### config.mk
export PLATFORM = sky130hd
export DESIGN_NAME = sha1_core
export DESIGN_NICKNAME = d
export VERILOG_FILES = /design/src/rtl/sha1_pkg.sv /design/src/rtl/sha1_msg_sched.sv /design/src/rtl/sha1_core.sv
export SDC_FILE = /design/constraint.sdc
export NUM_CORES = 2
export LEC_CHECK = 0
export CAP_MARGIN = 30
export CORE_ASPECT_RATIO = 0.5
export CORE_UTILIZATION = 60
export DETAILED_ROUTE_END_ITERATION = 10
export GPL_TIMING_DRIVEN = 0
export PLACE_DENSITY = 0.88
export SYNTH_ARGS = -nofsm -noshare
export SYNTH_HDL_FRONTEND = slang
export SYNTH_HIERARCHICAL = 1
export SYNTH_SLANG_ARGS = --single-unit
### constraint.sdc
create_clock -name clk_i -period 17.25 [get_ports clk_i]
set_clock_uncertainty 0.05 [all_clocks]
set_input_delay 2.5875 -clock clk_i [delete_from_list [all_inputs] [get_ports clk_i]]
set_output_delay 2.5875 -clock clk_i [all_outputs]
set_load 0.02 [all_outputs]
### src/rtl/sha1_pkg.sv
// Shared SHA-1 constants, FSM state type and round helper functions.
package sha1_pkg;

    typedef enum logic [1:0] {
        IDLE,
        ROUNDS,
        UPDATE,
        DONE
    } state_t;

    localparam logic [159:0] IV =
        160'h67452301_EFCDAB89_98BADCFE_10325476_C3D2E1F0;

    // Element 0 is the constant for rounds 0-19
    localparam logic [3:0][31:0] K = {
        32'hCA62C1D6, 32'h8F1BBCDC, 32'h6ED9EBA1, 32'h5A827999
    };

    localparam logic [6:0] LAST_ROUND = 7'd79;

    function automatic logic [31:0] rotl(input logic [31:0] x, input int unsigned n);
        return (x << n) | (x >> (32 - n));
    endfunction

    function automatic logic [31:0] ch(input logic [31:0] b, input logic [31:0] c,
                                       input logic [31:0] d);
        return (b & c) | (~b & d);
    endfunction

    function automatic logic [31:0] parity(input logic [31:0] b, input logic [31:0] c,
                                           input logic [31:0] d);
        return b ^ c ^ d;
    endfunction

    function automatic logic [31:0] maj(input logic [31:0] b, input logic [31:0] c,
                                        input logic [31:0] d);
        return (b & c) | (b & d) | (c & d);
    endfunction

    function automatic logic [1:0] round_group(input logic [6:0] t);
        if (t < 7'd20) return 2'd0;
        else if (t < 7'd40) return 2'd1;
        else if (t < 7'd60) return 2'd2;
        else return 2'd3;
    endfunction

    function automatic logic [31:0] round_f(input logic [6:0] t, input logic [31:0] b,
                                            input logic [31:0] c, input logic [31:0] d);
        case (round_group(t))
            2'd0:    return ch(b, c, d);
            2'd2:    return maj(b, c, d);
            default: return parity(b, c, d);
        endcase
    endfunction

    function automatic logic [31:0] k_of(input logic [6:0] t);
        return K[round_group(t)];
    endfunction

endpackage

### src/rtl/sha1_msg_sched.sv
// SHA-1 message schedule: 16-word shift buffer that yields W_t one word per round.
module sha1_msg_sched
    import sha1_pkg::*;
(
    input  logic         clk,
    input  logic         load,
    input  logic         shift,
    input  logic [511:0] block,
    output logic [31:0]  w_t
);

    logic [31:0] w [16];

    // w[j] holds W[t+j], so the expansion taps W[t+13], W[t+8], W[t+2], W[t]
    always_ff @(posedge clk) begin
        if (load) begin
            for (int i = 0; i < 16; i++) begin
                w[i] <= block[511 - 32*i -: 32];
            end
        end else if (shift) begin
            for (int i = 0; i < 15; i++) begin
                w[i] <= w[i+1];
            end
            w[15] <= rotl(w[13] ^ w[8] ^ w[2] ^ w[0], 1);
        end
    end

    assign w_t = w[0];

endmodule

### src/rtl/sha1_core.sv
// Iterative SHA-1 compression core: one round per clock, chained H state, held digest.
module sha1_core
    import sha1_pkg::*;
#(
    parameter int unsigned RoundsPerCycle = 1
) (
    input  logic         clk_i,
    input  logic         rst_ni,
    input  logic [511:0] block_i,
    input  logic         blockvalid_i,
    input  logic         blockinit_i,
    output logic         blockready_o,
    output logic         busy_o,
    output logic [159:0] digest_o,
    output logic         digestvalid_o,
    input  logic         digestack_i
);

    if (RoundsPerCycle != 1) begin : g_bad_rounds
        $error("sha1_core: only RoundsPerCycle == 1 is supported");
    end

    state_t      state;
    logic [6:0]  t;
    logic [31:0] a, b, c, d, e;
    logic [31:0] h [5];
    logic [31:0] w_t;
    logic [31:0] tmp;
    logic        accept;
    logic        shift;

    assign accept = (state == IDLE) && blockvalid_i;
    assign shift  = (state == ROUNDS);

    sha1_msg_sched u_sched (
        .clk   (clk_i),
        .load  (accept),
        .shift (shift),
        .block (block_i),
        .w_t   (w_t)
    );

    assign tmp = rotl(a, 5) + round_f(t, b, c, d) + e + k_of(t) + w_t;

    assign digest_o = {h[0], h[1], h[2], h[3], h[4]};

    always_ff @(posedge clk_i) begin
        if (!rst_ni) begin
            state         <= IDLE;
            t             <= '0;
            a             <= '0;
            b             <= '0;
            c             <= '0;
            d             <= '0;
            e             <= '0;
            for (int i = 0; i < 5; i++) begin
                h[i] <= IV[159 - 32*i -: 32];
            end
            blockready_o  <= 1'b1;
            busy_o        <= 1'b0;
            digestvalid_o <= 1'b0;
        end else begin
            case (state)
                IDLE: begin
                    if (blockvalid_i) begin
                        // A new message restarts both the working regs and the chain from IV
                        if (blockinit_i) begin
                            a <= IV[159:128];
                            b <= IV[127:96];
                            c <= IV[95:64];
                            d <= IV[63:32];
                            e <= IV[31:0];
                            for (int i = 0; i < 5; i++) begin
                                h[i] <= IV[159 - 32*i -: 32];
                            end
                        end else begin
                            a <= h[0];
                            b <= h[1];
                            c <= h[2];
                            d <= h[3];
                            e <= h[4];
                        end
                        t            <= '0;
                        state        <= ROUNDS;
                        blockready_o <= 1'b0;
                        busy_o       <= 1'b1;
                    end
                end
                ROUNDS: begin
                    a <= tmp;
                    b <= a;
                    c <= rotl(b, 30);
                    d <= c;
                    e <= d;
                    t <= t + 7'd1;
                    if (t == LAST_ROUND) begin
                        state <= UPDATE;
                    end
                end
                UPDATE: begin
                    h[0]          <= h[0] + a;
                    h[1]          <= h[1] + b;
                    h[2]          <= h[2] + c;
                    h[3]          <= h[3] + d;
                    h[4]          <= h[4] + e;
                    state         <= DONE;
                    busy_o        <= 1'b0;
                    digestvalid_o <= 1'b1;
                end
                DONE: begin
                    if (digestack_i) begin
                        state         <= IDLE;
                        digestvalid_o <= 1'b0;
                        blockready_o  <= 1'b1;
                    end
                end
                default: begin
                    state         <= IDLE;
                    blockready_o  <= 1'b1;
                    busy_o        <= 1'b0;
                    digestvalid_o <= 1'b0;
                end
            endcase
        end
    end

endmodule

* Word level (Yosys, flattened, before mapping)
Memories as Yosys holds them, arrays and structs flattened.
Index checks and enable logic that the tools add are counted.
** Storage, ports and cells
- Flip-flop bits (word level) :: 172
- Memories kept :: 2
- Bits in writable memories :: 672
- Bits of input ports :: 517
- Logic and storage cells :: 162
- Output and inout port bits :: 163
** Memories
- u_sched.w :: words 16, width 32, read ports 16, clocked after Yosys merged registers in 0, write ports 16, line sha1_msg_sched.sv:12 : logic [31:0] w [16];
- h :: words 5, width 32, read ports 5, clocked after Yosys merged registers in 0, write ports 5, line sha1_core.sv:26 : logic [31:0] h [5];
** Cells by class
- Bitwise logic cells :: 42
- Add/subtract/negate cells :: 10
- Equal/unequal tests :: 8
- Multiplexer cells :: 74
- Order comparisons :: 4
- Reduce and logical (&&, ||, !) cells :: 12
** Operators by type and width (number)
- $mux W32 :: 37
- $pmux W32 S2 :: 6
- $add A32 B32 Y32 :: 9
- $xor A32 B32 Y32 :: 5
- $and A32 B32 Y32 :: 4
- $or A32 B32 Y32 :: 3
- $bmux W32 S2 :: 1
- $not A32 Y32 :: 1
- $or A32 B1 Y32 :: 1
- $or A32 B30 Y32 :: 1
- $or A32 B5 Y32 :: 1
- $or A1 B1 Y1 :: 26
- $mux W1 :: 19
- $lt A7 B6 Y1 const B :: 2
- $pmux W7 S2 :: 1
- $mux W2 :: 5
- $pmux W2 S4 :: 1
- $reduce_bool A2 Y1 :: 4
- $add A7 B1 Y7 const B :: 1
- $eq A7 B7 Y1 const B :: 1
- $lt A7 B5 Y1 const B :: 1
- $mux W7 :: 1
- $eq A2 B2 Y1 const B :: 3
- $pmux W1 S2 :: 3
- 8 further kinds :: 13

* Longest topological paths before layout
- Depth after elaboration :: 11
- Mapped depth :: 25
- Mapped depth without buffers :: 24

* Hierarchy
Netlist, hierarchy kept.
** By module, submodules not included
- sha1_core :: area an instance 25789.7 µm², sequential area each 8247.9 µm², cells an instance 2843, times used 1
- sha1_msg_sched :: area an instance 23791.6 µm², sequential area each 15374.7 µm², cells an instance 1247, times used 1

* Worst setup path before layout
OpenSTA, ideal clock, no wires.
- Path kind :: input -> register
- Start :: input port blockvalid_i
- End :: memory u_sched.w[0][0], enable pin
- Setup time :: 667 ps
- Cell stages on the path :: 6
- Path buffers :: 3
- Required time :: 16533 ps
- Data arrival time :: 9407 ps
- Setup slack :: 7126 ps
- Path through :: nand2_1 inv_1 buf_6 buf_2 buf_2 or2_2
** RTL lines
- from (decl) :: line sha1_core.sv:10 : input logic blockvalid_i,
- to (decl) :: line sha1_msg_sched.sv:12

* Worst setup path in the final report
- Start :: register t[2]
- End :: register a[25]
** Between the ends
- Longest elaborated chain between the ends :: 11
- Elaborated cells between the ends (all ways) :: 16
- Those cells by class :: add/sub: 4; order compare: 3; eq/ne: 1; mux: 7; reduce/logical: 1
** Ends and longest elaborated chain
- from (decl) :: line sha1_core.sv:24 : logic [6:0] t;
- from (signal assigned) :: line sha1_core.sv:95 : t <= t + 7'd1;
- $lt A7 B6 Y1 :: line sha1_pkg.sv:43 : else if (t < 7'd60) return 2'd2;
- $mux W1 :: line sha1_pkg.sv:43
- $mux W2 :: line sha1_pkg.sv:42 : else if (t < 7'd40) return 2'd1;
- $mux W2 (*) :: line sha1_pkg.sv:41 : if (t < 7'd20) return 2'd0;
- $eq A2 B2 Y1 / $logic_not A2 Y1 (equally long branches) :: line sha1_pkg.sv:49 : case (round_group(t))
- $pmux W32 S2 :: line sha1_pkg.sv:49
- $add A32 B32 Y32 (2 in a row) :: line sha1_core.sv:43 : assign tmp = rotl(a, 5) + round_f(t, b, c, d) + e + k_of(t) + w_t;
- $add A32 B32 Y32 (*) (2 in a row) :: line sha1_core.sv:43
- $pmux W32 S2 (*) :: line sha1_core.sv:63 : case (state)
- to (signal assigned) :: line sha1_core.sv:68 : a <= IV[159:128];
- to (signal assigned) :: line sha1_core.sv:77 : a <= h[0];
- to (signal assigned) :: line sha1_core.sv:90 : a <= tmp;
- to (decl) :: line sha1_core.sv:25 : logic [31:0] a, b, c, d, e;
Mark *: on every way between the ends. The rest lies on a longest branch, timed or not. The select of a mux whose other input is x is not followed.
A chain may end at the register's enable or synchronous reset.

==> impl_metrics.env <==
export IMPL_clock_fmax_mhz=124
export IMPL_crit_path_cell_trace="nand2_1 -> o21ai_0 -> a221o_1 -> clkinv_1 -> ha_1 -> inv_1 -> clkbuf_1 -> o22ai_1 -> o21ai_0 -> fa_1 -> fa_1 -> inv_1 -> ha_1 -> o21a_1 -> o31a_1 -> o2111ai_2 -> o32a_2 -> o21ai_0 -> a21oi_1 -> xor2_1 -> a2111oi_0"
export IMPL_antenna_found_initial=58
export IMPL_cts_made_buffers=78
export IMPL_final_common_cell="clkdlybuf4s50_1"
export IMPL_slew_headroom_pct=19.8
export IMPL_tightest_slew_ns=1.19
export IMPL_crit_required_ns=17.75
export IMPL_cpMostUsedCell="o21ai_0"
export IMPL_setup_tns_ns=0
export IMPL_arrival_ns=8.59
export IMPL_slew_violations=0
export IMPL_synthCells=4090
export IMPL_start_util_pct=60.7
export IMPL_core_area_um2=81700
export IMPL_crit_buf_inv=4
export IMPL_wl_per_cell_um=32.1
export IMPL_grt_use_total_pct=45.1
export IMPL_grt_setup_unrepaired="false"
export IMPL_io_pins=680
export IMPL_synthArstFlopShare_pct=0
export IMPL_n_fill_cell=5324
export IMPL_grt_pass1_wl_um=269000
export IMPL_placedCellCount=5901
export IMPL_status="completed"
export IMPL_ys_warn_count=6
export IMPL_crit_path_max_fanout=13
export IMPL_start_kind="register"
export IMPL_wl_um=196000
export IMPL_insertion_delay_ns=0.70
export IMPL_fin_crit_sh_pct=46.9
export IMPL_grt_max_degree=71
export IMPL_cts_root_buf="clkbuf_16"
export IMPL_clkTransAtPathRegs_ns=0.07
export IMPL_synth_top_area_share_pct=40.7
export IMPL_cts_tree="built"
export IMPL_seq_area_um2=23600
export IMPL_ys_flop_type="edfxtp_1"
export IMPL_rows=74
export IMPL_yosys_top_cells_area="edfxtp_1 (41%), mux2_4 (9.1%), dfxtp_1 (6.9%)"
export IMPL_reg2reg_depth=21
export IMPL_dp_hpwl_um=148000
export IMPL_yosysSeqAreaShare_pct=47.6
export IMPL_synth_area_leader_cell="edfxtp_1"
export IMPL_dr_pass1_iters=6
export IMPL_path_delay_family="compound AO/OA/AOI/OAI gates"
export IMPL_clock_sinks=844
export IMPL_drt_iter0_drc=5885
export IMPL_ys_seq_elements=844
export IMPL_finalHoldViolations=0
export IMPL_via_per_inst=6.61
export IMPL_drc=0
export IMPL_grt_ovfl_total=0
export IMPL_avgSynthCellArea_um2=12.1
export IMPL_hold_path_class="register to register"
export IMPL_syn_nets=4935
export IMPL_detail_route_antenna_nets=0
export IMPL_routabilityCongestion=1.06
export IMPL_htreeDepth=3
export IMPL_layout_common_cells="clkdlybuf4s50_1 (679), edfxtp_1 (672), mux2_4 (300), nand2_1 (289), inv_1 (267)"
export IMPL_cts_resized=0
export IMPL_cp_slowest_cell="o21ai_0"
export IMPL_hold_start="e[25]$_SDFFE_PN0P_"
export IMPL_cp_startpoint="t[2]$_SDFFE_PN0P_"
export IMPL_port_buffers=679
export IMPL_die_h_um=205
export IMPL_post_cts_buffers=0
export IMPL_final_min_clock_period_ns=8.09
export IMPL_die_w_um=409
export IMPL_synth_edf_count=672
export IMPL_final_setup_viol_count=0
export IMPL_multi_input_area_um2=23700
export IMPL_worst_path_stages=21
export IMPL_hold_depth=2
export IMPL_grt_pass1_vias=38600
export IMPL_cts_hold_buffers_added=0
export IMPL_synth_distinct_cells=83
export IMPL_areaGrowthSynthToFinish_pct=23.5
export IMPL_finalNetCount=5728
export IMPL_synth_area_um2=49600
export IMPL_criticalPathCategory="register to register"
export IMPL_instances_no_fill=6108
export IMPL_r2r_start="t[2]$_SDFFE_PN0P_"
export IMPL_drive_gt1_share_pct=15.4
export IMPL_end_kind="register"
export IMPL_critPathMaxStageDelay_ns=0.86
export IMPL_cts_path_max_buffers=3
export IMPL_cap_violations=0
export IMPL_vias=40400
export IMPL_die_area_um2=83900
-- area by class of cell --
class / count / share of cell area (%)
Clock inverter: 49 / 1.11
Timing Repair Buffer: 713 / 12.0
Buffer: 225 / 2.04
Sequential cell: 844 / 38.6
Clock buffer: 95 / 3.44
Antenna cell: 59 / 0.241
Inverter: 270 / 1.66
Tap cell: 1102 / 2.25
Multi-Input combinational cell: 2751 / 38.7
-- state kept, by name, indices dropped and copies added (netlist names) --
name           count
digestvalid_o      1
blockready_o       1
t                  7
state              2
h                160
a                 32
e                 32
b                 32
c                 32
d                 32
busy_o             1
u_sched/w        512
-- kinds of logic after synthesis --
| kind of cell | after synthesis | share of synthesized area [%] |
|---|---|---|
| AOI/OAI and AO/OA | 930 | 12.7 |
| xor gates and xnor gates | 243 | 4.29 |
| adders and majority gates | 328 | 10.2 |
| buffers and inverters | 495 | 4.57 |
| DFF | 844 | 47.6 |
| muxes | 522 | 14.0 |
| and+or+nand+nor | 728 | 6.60 |
-- per-stage QoR --
stage | hold slack [ns] | util [%] | cell area (um2) | setup slack (ns)
after floorplan | 0.399 | - | 49600 | 7.13
after global placement | 0.419 | 70.7 | 57800 | 3.66
after detailed placement | 0.430 | 71.3 | 58300 | 9.63
after CTS | 0.440 | 74.8 | 61000 | 9.51
after global routing | 0.461 | 74.9 | 61200 | 9.09
final | 0.450 | 75.0 | 61200 | 9.16
-- synthesized netlist by cell type, drive strengths merged, types with 6 or more instances --
cell	instances
a2111oi	7
a211o	11
a211oi	74
a21o	85
a21oi	231
a221oi	85
a31oi	13
and2	12
and3	22
buf	97
clkbuf	128
dfxtp	172
edfxtp	672
fa	125
ha	203
inv	269
mux2	482
mux2i	40
nand2	289
nand2b	31
nand3	33
nand4	16
nor2	191
nor2b	18
nor3	64
nor4	8
o211ai	17
o21a	25
o21ai	182
o21bai	22
o221a	6
o221ai	69
o22ai	29
o311ai	6
o31a	6
o31ai	7
or2	8
or3	15
or4	6
xnor2	187
xor2	56
-- worst reg2reg max path: stages, from the launching register on --
cell and delay [ns]:
dfxtp_1 0.44, nand2_1 0.14, o21ai_0 0.10, a221o_1 0.38, clkinv_1 0.71, ha_1 0.58, inv_1 0.15, clkbuf_1 0.51
o22ai_1 0.18, o21ai_0 0.86, fa_1 0.61, fa_1 0.53, inv_1 0.05, ha_1 0.35, o21a_1 0.16, o31a_1 0.26
o2111ai_2 0.19, o32a_2 0.27, o21ai_0 0.63, a21oi_1 0.22, xor2_1 0.19, a2111oi_0 0.41
-- final timing paths --
| kind | endpoint | slack [ns] |
|---|---|---|
| hold / removal | e[25]$_SDFFE_PN0P_ | 0.45 |
| setup reg to reg | a[25]$_SDFFE_PN0P_ | 9.16 |
| hold reg to reg | e[25]$_SDFFE_PN0P_ | 0.45 |
| setup / recovery | a[25]$_SDFFE_PN0P_ | 9.16 |
-- layer usage --
metal	up-vias	GRT usage [%]	wire, um
li1	16800	-	-
met1	19800	57.1	71300
met2	3032	68.0	85700
met3	750	15.1	26300
met4	26	25.7	12800
met5	-	0	157
Power is left out: the tool's default activity adds up to more than one toggle a clock period on the data nets, which glitch-free logic cannot reach.
